--- src/rtl/fpadd_pkg.sv ---
// -----------------------------------------------------------------------------
// fpadd_pkg
// Shared definitions for the FP adder front end:
//   - widths of the exponent, the extended significand and the GRS tail
//   - the saturating shift distance of the alignment stage
//   - FSM state encoding of the alignment sequencer
//   - helpers that unpack an IEEE-754 single exponent/fraction
// -----------------------------------------------------------------------------
package fpadd_pkg;

    localparam int EXP_W     = 8;
    localparam int GRS_W     = 3;
    localparam int MAN_W     = 27;   // hidden + 23 fraction bits + GRS
    localparam int SAT_SHIFT = 27;   // any larger shift leaves only sticky
    localparam int CNT_W     = 5;    // remaining shift never exceeds 26 in SHIFT

    typedef enum logic [1:0] {
        ST_IDLE    = 2'd0,
        ST_COMPARE = 2'd1,
        ST_SHIFT   = 2'd2,
        ST_DONE    = 2'd3
    } state_t;

    // Denormals share the exponent of the smallest normal (1).
    function automatic logic [EXP_W-1:0] eff_exp(input logic [EXP_W-1:0] e);
        return (e == '0) ? EXP_W'(1) : e;
    endfunction

    // {hidden, fraction, GRS=000}; the hidden bit is set for any nonzero exponent.
    function automatic logic [MAN_W-1:0] unpack_sig(input logic [EXP_W-1:0] e,
                                                   input logic [22:0]      f);
        return {|e, f, {GRS_W{1'b0}}};
    endfunction

endpackage

--- src/rtl/comp8.sv ---
// -----------------------------------------------------------------------------
// comp8
// 8-bit unsigned magnitude comparator with absolute difference.
// Ports:
//   a, b      in  8  values to compare
//   a_lt_b    out 1  a < b
//   abs_diff  out 8  |a - b|
// Parameter T is the per-gate delay of the gate-level model; this
// implementation is purely functional and only range-checks it.
// -----------------------------------------------------------------------------
module comp8 #(
    parameter real T = 0.000
) (
    input  logic [7:0] a,
    input  logic [7:0] b,
    output logic       a_lt_b,
    output logic [7:0] abs_diff
);

    if (T < 0.0) begin : g_bad_t
        $error("comp8: T must be non-negative");
    end

    assign a_lt_b   = (a < b);
    assign abs_diff = a_lt_b ? (b - a) : (a - b);

endmodule

--- src/rtl/fpadd_sticky_shr.sv ---
// -----------------------------------------------------------------------------
// fpadd_sticky_shr
// Logical right shift of the 27-bit significand by 0..SHIFT_STEP bits.
// Every bit that falls off the bottom is ORed into bit 0 (sticky).
// Ports:
//   din    in  27  significand before this step
//   shamt  in  3   shift amount, 0..SHIFT_STEP
//   dout   out 27  shifted significand with sticky folded into bit 0
// -----------------------------------------------------------------------------
module fpadd_sticky_shr
    import fpadd_pkg::*;
#(
    parameter int SHIFT_STEP = 1
) (
    input  logic [MAN_W-1:0] din,
    input  logic [2:0]       shamt,
    output logic [MAN_W-1:0] dout
);

    // One candidate per legal shift amount; the mux below picks one.
    logic [MAN_W-1:0] cand [0:SHIFT_STEP];

    for (genvar gi = 0; gi <= SHIFT_STEP; gi++) begin : g_cand
        logic lost;
        // Bits [gi-1:0] are about to be shifted out; gi=0 loses nothing.
        assign lost      = |(din & ((MAN_W'(1) << gi) - MAN_W'(1)));
        assign cand[gi]  = (din >> gi) | {{(MAN_W-1){1'b0}}, lost};
    end

    always_comb begin
        dout = cand[0];
        for (int i = 1; i <= SHIFT_STEP; i++) begin
            if (shamt == 3'(i)) begin
                dout = cand[i];
            end
        end
    end

endmodule

--- src/rtl/fpadd_align_seq.sv ---
// -----------------------------------------------------------------------------
// fpadd_align_seq
// Multi-cycle exponent-alignment sequencer of the single-precision adder.
// Takes an operand pair over valid/ready, compares the effective exponents
// with comp8, then shifts the smaller significand right SHIFT_STEP bits per
// cycle (sticky-tracked) until it lines up with the larger one.
// Ports:
//   clk, rst     clock / asynchronous active-high reset
//   in_valid     operand pair valid          in_ready   can accept operands
//   a, b         IEEE-754 single operands
//   out_valid    aligned pair valid          out_ready  downstream accepts
//   exp_big      effective exponent of the larger-exponent operand
//   sign_big     sign of the larger-exponent operand
//   sign_small   sign of the smaller-exponent operand
//   man_big      {hidden, frac, 000} of the larger operand
//   man_small    aligned smaller significand, bit 0 sticky
//   swap         1 when B is the larger-exponent operand
// -----------------------------------------------------------------------------
module fpadd_align_seq
    import fpadd_pkg::*;
#(
    parameter real T          = 0.000,
    parameter int  SHIFT_STEP = 1
) (
    input  logic             clk,
    input  logic             rst,
    input  logic             in_valid,
    output logic             in_ready,
    input  logic [31:0]      a,
    input  logic [31:0]      b,
    output logic             out_valid,
    input  logic             out_ready,
    output logic [EXP_W-1:0] exp_big,
    output logic             sign_big,
    output logic             sign_small,
    output logic [MAN_W-1:0] man_big,
    output logic [MAN_W-1:0] man_small,
    output logic             swap
);

    if (!(SHIFT_STEP == 1 || SHIFT_STEP == 2 || SHIFT_STEP == 4)) begin : g_bad_step
        $error("fpadd_align_seq: SHIFT_STEP must be 1, 2 or 4");
    end

    localparam logic [CNT_W-1:0] STEP_CNT = CNT_W'(SHIFT_STEP);
    localparam logic [2:0]       STEP_SH  = 3'(SHIFT_STEP);

    state_t state_reg, state_next;

    logic [31:0]      a_reg, b_reg;
    logic [CNT_W-1:0] cnt_reg;
    logic [EXP_W-1:0] exp_big_reg;
    logic             sign_big_reg, sign_small_reg, swap_reg;
    logic [MAN_W-1:0] man_big_reg, man_small_reg;

    // ---------------- exponent compare (registered operands only) ----------
    logic [EXP_W-1:0] ea_eff, eb_eff, abs_diff;
    logic             a_lt_b;

    assign ea_eff = eff_exp(a_reg[30:23]);
    assign eb_eff = eff_exp(b_reg[30:23]);

    comp8 #(.T(T)) u_comp8 (
        .a        (ea_eff),
        .b        (eb_eff),
        .a_lt_b   (a_lt_b),
        .abs_diff (abs_diff)
    );

    logic [31:0]      big_word, small_word;
    logic [MAN_W-1:0] sig_big, sig_small;
    logic             diff_zero, diff_sat;

    // Ties keep A as the big operand.
    assign big_word   = a_lt_b ? b_reg : a_reg;
    assign small_word = a_lt_b ? a_reg : b_reg;
    assign sig_big    = unpack_sig(big_word[30:23],   big_word[22:0]);
    assign sig_small  = unpack_sig(small_word[30:23], small_word[22:0]);
    assign diff_zero  = (abs_diff == '0);
    assign diff_sat   = (abs_diff >= EXP_W'(SAT_SHIFT));

    // ---------------- per-cycle shift ---------------------------------------
    logic [2:0]       shamt;
    logic [CNT_W-1:0] cnt_after;
    logic [MAN_W-1:0] shr_out;

    assign shamt     = (cnt_reg > STEP_CNT) ? STEP_SH : cnt_reg[2:0];
    assign cnt_after = cnt_reg - {{(CNT_W-3){1'b0}}, shamt};

    fpadd_sticky_shr #(.SHIFT_STEP(SHIFT_STEP)) u_shr (
        .din   (man_small_reg),
        .shamt (shamt),
        .dout  (shr_out)
    );

    // ---------------- FSM ---------------------------------------------------
    always_ff @(posedge clk or posedge rst) begin
        if (rst) begin
            state_reg <= ST_IDLE;
        end else begin
            state_reg <= state_next;
        end
    end

    always_comb begin
        state_next = state_reg;
        in_ready   = 1'b0;
        out_valid  = 1'b0;
        case (state_reg)
            ST_IDLE: begin
                in_ready = 1'b1;
                if (in_valid) begin
                    state_next = ST_COMPARE;
                end
            end
            ST_COMPARE: begin
                // Equal exponents need no shift; huge gaps collapse to sticky.
                if (diff_zero || diff_sat) begin
                    state_next = ST_DONE;
                end else begin
                    state_next = ST_SHIFT;
                end
            end
            ST_SHIFT: begin
                if (cnt_after == '0) begin
                    state_next = ST_DONE;
                end
            end
            ST_DONE: begin
                out_valid = 1'b1;
                if (out_ready) begin
                    state_next = ST_IDLE;
                end
            end
            default: state_next = ST_IDLE;
        endcase
    end

    // ---------------- datapath registers -----------------------------------
    always_ff @(posedge clk or posedge rst) begin
        if (rst) begin
            a_reg          <= '0;
            b_reg          <= '0;
            cnt_reg        <= '0;
            exp_big_reg    <= '0;
            sign_big_reg   <= 1'b0;
            sign_small_reg <= 1'b0;
            swap_reg       <= 1'b0;
            man_big_reg    <= '0;
            man_small_reg  <= '0;
        end else begin
            case (state_reg)
                ST_IDLE: begin
                    if (in_valid) begin
                        a_reg <= a;
                        b_reg <= b;
                    end
                end
                ST_COMPARE: begin
                    swap_reg       <= a_lt_b;
                    exp_big_reg    <= a_lt_b ? eb_eff : ea_eff;
                    sign_big_reg   <= big_word[31];
                    sign_small_reg <= small_word[31];
                    man_big_reg    <= sig_big;
                    if (diff_sat) begin
                        man_small_reg <= {{(MAN_W-1){1'b0}}, |sig_small};
                        cnt_reg       <= '0;
                    end else begin
                        man_small_reg <= sig_small;
                        cnt_reg       <= abs_diff[CNT_W-1:0];
                    end
                end
                ST_SHIFT: begin
                    man_small_reg <= shr_out;
                    cnt_reg       <= cnt_after;
                end
                default: ;
            endcase
        end
    end

    assign exp_big    = exp_big_reg;
    assign sign_big   = sign_big_reg;
    assign sign_small = sign_small_reg;
    assign man_big    = man_big_reg;
    assign man_small  = man_small_reg;
    assign swap       = swap_reg;

endmodule

--- config.mk ---
export PLATFORM = sky130hd
export DESIGN_NAME = fpadd_align_seq
export DESIGN_NICKNAME = d
export VERILOG_FILES = /design/src/rtl/fpadd_pkg.sv /design/src/rtl/comp8.sv /design/src/rtl/fpadd_sticky_shr.sv /design/src/rtl/fpadd_align_seq.sv
export SDC_FILE = /design/constraint.sdc
export NUM_CORES = 1
export LEC_CHECK = 0
export CORE_ASPECT_RATIO = 1.75
export CORE_MARGIN = 10
export CORE_UTILIZATION = 45
export CTS_CLUSTER_SIZE = 24
export DETAILED_ROUTE_END_ITERATION = 6
export PLACE_DENSITY_LB_ADDON = 0.2
export SYNTH_ARGS = -nofsm -noshare
export SYNTH_HDL_FRONTEND = slang
export SYNTH_SLANG_ARGS = --single-unit
--- constraint.sdc ---
create_clock -name clk -period 4.6 [get_ports clk]
set_clock_uncertainty 0.1 [all_clocks]
set_input_delay 0.92 -clock clk [delete_from_list [all_inputs] [get_ports clk]]
set_output_delay 0.92 -clock clk [all_outputs]
set_load 0.05 [all_outputs]
== Word-level counts from Yosys, hierarchy flattened ==
Cells that the tools add are included.

* Register bits after elaboration: 133
* Input port bits: 68
* Word-level logic and storage cells: 57

* Add/sub/neg operators: 3
* Magnitude comparators: 3
* Eq/ne operators: 8
* Mux-type cells: 19
* Bitwise operators: 1
* Reduce and logical (&&, ||, !) cells: 13

{| class="wikitable"
|+ Operator list
! cell !! number
|-
| 2-to-1 mux 32 bit || 2
|-
| 2-to-1 mux 27 bit || 2
|-
| case mux 27 bit (2 select lines) || 1
|-
| 2-to-1 mux 8 bit || 4
|-
| OR reduction 31 bit || 1
|-
| OR 26 x 1 -> 26 bit || 1
|-
| logical NOT 8 bit || 3
|-
| OR reduction 8 bit || 2
|-
| subtractor 8 bit || 2
|-
| case mux 5 bit (2 select lines) || 1
|-
| >= comparator 8 x 5 -> 1 bit, second input constant || 1
|-
| < comparator 8 bit || 1
|-
| case mux 2 bit (4 select lines) || 1
|-
| 2-to-1 mux 2 bit || 3
|-
| inequality test 2 bit, second input constant || 3
|-
| greater-than comparator 5 x 1 -> 1 bit, second input constant || 1
|-
| logical NOT 5 bit || 1
|-
| 2-to-1 mux 5 bit || 1
|-
| subtractor 5 x 3 -> 5 bit || 1
|-
| equality test 2 bit, second input constant || 2
|-
| AND reduction 2 bit || 2
|-
| equality test 3 x 1 -> 1 bit, second input constant || 1
|-
| 2-to-1 mux 1 bit || 3
|-
| 2-to-1 mux 3 bit || 1
|-
| other kinds (6) || 6
|}

== Logic depth before layout (Yosys ltp) ==
Gate-level depths: netlist (run 1).

* Depth in word-level cells: 8
* Mapped depth: 15
* Mapped depth without buffers: 13

== Hierarchy ==
Synthesis (run 1) repeated with hierarchy kept, for this count alone.

* Cell total of the unflattened synthesis: 699
* Area total of the unflattened synthesis: 7357.1 sq um

{| class="wikitable"
|+ Modules (own cells, without submodules)
! module !! instances !! cells an instance !! area each (sq um)
|-
| fpadd_align_seq || 1 || 581 || 6267.3
|-
| comp8 || 1 || 87 || 663.1
|-
| fpadd_sticky_shr || 1 || 31 || 426.7
|}

== Worst setup path before layout (run 1) ==
OpenSTA, ideal clock, no wires.

* Kind: reg-to-reg
* From: register a_reg[27]
* To: register man_small_reg[3] (netlist: man_small[3])
* Data arrival time: 3223 ps
* Data required time: 4374 ps
* Path slack: 1151 ps
* Stages on the path, launching flop included: 15
* Clock period less this slack: 3449 ps
* Path through: dfrtp_1 -> nor4_1 -> nand4_1 -> nor2b_1 -> ha_1 -> fa_1 -> nand2b_1 -> a21oi_4 -> o21ai_4 -> a221o_1 -> a211oi_2 -> a2111o_1 -> buf_6 -> buf_6 -> o22ai_2

* Word-level cells in the longest chain between the ends: 7
* Elaborated cells between the ends (all ways): 10

{| class="wikitable"
|+ Ends and longest elaborated chain
! what !! line !! source
|-
| from (decl) || fpadd_align_seq.sv:50 || <nowiki>logic [31:0] a_reg, b_reg;</nowiki>
|-
| from (signal assigned) || fpadd_align_seq.sv:142 || <nowiki>a_reg <= '0;</nowiki>
|-
| from (signal assigned) || fpadd_align_seq.sv:155 || <nowiki>a_reg <= a;</nowiki>
|-
| logical NOT 8 bit || fpadd_pkg.sv:26 || <nowiki>return (e == '0) ? EXP_W'(1) : e;</nowiki>
|-
| 2-to-1 mux 8 bit (*) || fpadd_pkg.sv:26 ||
|-
| subtractor 8 bit or < comparator 8 bit (tied branches) || comp8.sv:25, comp8.sv:24 ||
|-
| 2-to-1 mux 8 bit || comp8.sv:25 || <nowiki>assign abs_diff = a_lt_b ? (b - a) : (a - b);</nowiki>
|-
| >= comparator 8 x 5 -> 1 bit || fpadd_align_seq.sv:80 || <nowiki>assign diff_sat = (abs_diff >= EXP_W'(SAT_SHIFT));</nowiki>
|-
| 2-to-1 mux 27 bit (*) || fpadd_align_seq.sv:165 || <nowiki>if (diff_sat) begin</nowiki>
|-
| case mux 27 bit (2 select lines) (*) || fpadd_align_seq.sv:152 || <nowiki>case (state_reg)</nowiki>
|-
| to (signal assigned) || fpadd_align_seq.sv:166 || <nowiki>man_small_reg <= {{(MAN_W-1){1'b0}}, |sig_small};</nowiki>
|-
| to (signal assigned) || fpadd_align_seq.sv:169 || <nowiki>man_small_reg <= sig_small;</nowiki>
|-
| to (signal assigned) || fpadd_align_seq.sv:174 || <nowiki>man_small_reg <= shr_out;</nowiki>
|-
| to (decl) || fpadd_align_seq.sv:54 || <nowiki>logic [MAN_W-1:0] man_big_reg, man_small_reg;</nowiki>
|}

Mark *: on every way between the ends. The rest lies on a longest branch, timed or not.
A chain may end at the register's enable or synchronous reset.

== Worst setup path in the final report (run 1) ==
* From: register a_reg[28]
* To: register man_small_reg[25] (netlist: man_small[25])

The elaborated chain is that of the path after synthesis.

==> metrics.md, run 1 <==
| Metric | Value |
|---|---|
| Cells after Synth | `673` |
| Sequential-to-total area share from yosys stat | `45.8%` |
| Setup TNS | `0 ns` |
| First-pass GRT wire length | `33.5 mm` |
| DRC viols | `0` |
| #FFs+latches synth | `133` |
| # setup viols final | `0` |
| 1st-pass router iterations | `4` |
| Worst hold path class | `flip-flop to flip-flop` |
| Clock period minus worst slack | `4.06 ns` |
| Core Area | `0.0159 sq mm` |
| Layout cells sized above 1 | `19.8%` |
| Site row count | `61` |
| Root Buffer | `clkbuf_16` |
| CP startpoint kind | `flip-flop` |
| Critical path data arrival time | `4.26 ns` |
| Syn Area/Cell | `10.8 sq um` |
| Worst Tran Pin Value | `0.920 ns` |
| Status | `complete, no violations` |
| I/O pins | `135` |
| Total global routing track utilization | `19.8%` |
| GRT Residual Overflow | `0` |
| Clock Tree Buf Depth | `2` |
| Reg clk slew, reported paths | `0.06 ns` |
| Antenna viol nets, final | `0` |
| Final Max Slew Viols | `0` |
| Final GP Congestion | `0.881` |
| Relative slew slack | `38.5%` |
| Worst-path maximum fanout | `28` |
| Crit Path Class | `flip-flop to flip-flop` |
| Number of synthesized flops with an enable pin | `0` |
| Mapped Area | `0.00727 sq mm` |
| DP HPWL | `15.8 mm` |
| Hold Buf Count CTS | `0` |
| Ys async rst share | `100%` |
| CTS buffer count | `17` |
| Routed vias | `5605` |
| Flop2flop setup slack | `0.54 ns` |
| # Post-CTS Setup Buffers | `0` |
| YS warnings | `0` |
| Port Buffers | `131` |
| Clk_lat worst skew | `0.41 ns` |
| Die H | `188 microns` |
| Ant diodes | `0` |
| Final Core Density | `58.2%` |
| Vias in the first global route | `6152` |
| CTS tree | `done` |
| Req. time, crit path | `4.81 ns` |
| Unrepaired setup endpoints after global routing | `no` |
| Final hold vios | `0` |
| Largest net degree at the start of global routing | `70` |
| Max_cap viols | `0` |
| Die ar. | `0.0218 sq mm` |
| Crit share post-route | `88.2%` |
| CTS Sinks | `133` |
| Top FF cell, synth | `dfrtp_1` |
| Synth unique cells | `59` |
| Kind of end point of the critical path | `flip-flop` |
| Avg Vias per Cell | `5.72` |
| Post-route cell area | `0.00924 sq mm` |
| Post-CTS Resized | `0` |
| Initial antenna violation count | `0` |
| 1st-iter DRT viols | `304` |
| Layout Nets | `868` |
| WL/cell | `21.6 microns` |
| CTS HTree Levels | `4` |
| Synth-to-layout area growth | `27.1%` |
| Fmax achieved | `0.247 GHz` |
| Placed Area | `0.00867 sq mm` |
| Initial core utilization | `45.8%` |
| Chip width | `116 microns` |
| Total wire length | `21.2 mm` |
-- cells in the mapped netlist, drive strengths merged (5+ instances only) --
cell type | number | area (sq um)
buf | 17 | 120
mux2 | 72 | 815
nor2 | 60 | 225
o21ai | 40 | 211
nand2b | 7 | 43.8
mux2i | 58 | 581
nor4 | 17 | 106
dfrtp | 133 | 3330
inv | 28 | 105
ha | 20 | 250
o31ai | 5 | 62.6
nand2 | 18 | 67.6
or3 | 21 | 131
o22ai | 24 | 282
clkbuf | 40 | 150
a21o | 5 | 37.5
a21oi | 50 | 265
nand3 | 6 | 30.0
-- per-layer routing --
layer / wire (microns) / GRT usage [%] / vias to the layer above
met1: 7170 / 19.1 / 2787
met5: 0 / 0 / -
li1: - / - / 2619
met4: 1030 / 10.6 / 0
met3: 959 / 4.44 / 52
met2: 12000 / 37.2 / 147
-- worst max-delay path: stages (launching register included) --
cell and delay [ns]:
dfrtp_1 0.43, nor4_1 0.33, nand4_1 0.21, nor2b_1 0.20, ha_1 0.23, fa_1 0.42, nand2b_1 0.22, a21oi_4 0.22
o21ai_4 0.24, a31oi_1 0.32, a211oi_2 0.13, a2111o_1 0.42, buf_12 0.19, o32ai_2 0.27
-- layout by cell type, fill, tap and decap left out, types with 3 or more instances in the layout --
cell type / instances
mux2_2: 71
or2_2: 4
nor3_1: 3
clkdlybuf4s50_1: 131
o21ai_0: 36
o31ai_2: 5
inv_8: 4
conb_1: 3
nand3_1: 6
dfrtp_1: 133
o32ai_2: 3
nor2_1: 60
a31oi_1: 3
buf_4: 8
a21o_1: 5
clkbuf_16: 17
nor2b_1: 4
nand2_1: 17
ha_1: 19
inv_6: 7
nor4_1: 17
o22ai_2: 21
or3_1: 21
nand2b_1: 7
inv_1: 27
a21oi_1: 48
o22ai_1: 3
mux2i_1: 58
-- final timing paths --
check                             from            end  cells after the start
max                          a_reg[28]  man_small[25]                     13
min                        man_big[26]    man_big[26]                      1
max reg2reg                  a_reg[28]  man_small[25]                     13
min reg2reg                man_big[26]    man_big[26]                      1
max in group asynchronous          rst           swap                      3
min in group asynchronous          rst     exp_big[2]                      2
-- area by class of cell --
class,instances,area (sq um)
Multi-Input combinational cell,457,3580
Clock buffer,18,439
Fill cell,1407,6640
Tap cell,189,236
Timing Repair Buffer,141,1410
Sequential cell,133,3330
Inverter,28,110
Clock inverter,14,130
-- stage by stage --
stage	cells	hold slack, ns	worst slack (ns)
floorplan	675	0.394	0.0256
global placement	948	0.394	0.677
detailed placement	948	0.396	0.576
CTS	980	0.409	0.541
global route	980	0.421	0.281
finish	980	0.408	0.545
-- logic make-up after synthesis --
group	after synthesis	share of synthesized area (%)
and+or+nand+nor	152	10.5
AOI/OAI and AO/OA	148	15.1
DFF	133	45.8
muxes	130	19.2
buffers and inverters	85	5.16
adders and majority gates	22	3.99
xor gates and xnor gates	2	0.241
other	1	0.0516
Power of run 1 is not shown: default switching activity piles up to over one toggle a cycle in this logic, so the estimate is an artifact.
==> run 2: changes to the inputs <==
CAP_MARGIN = 15   (was unset)
==> results of run 2 <==
The final DEF is identical to that of run 1; final timing and power are the same.
Power of run 2 is left out for the same reason.
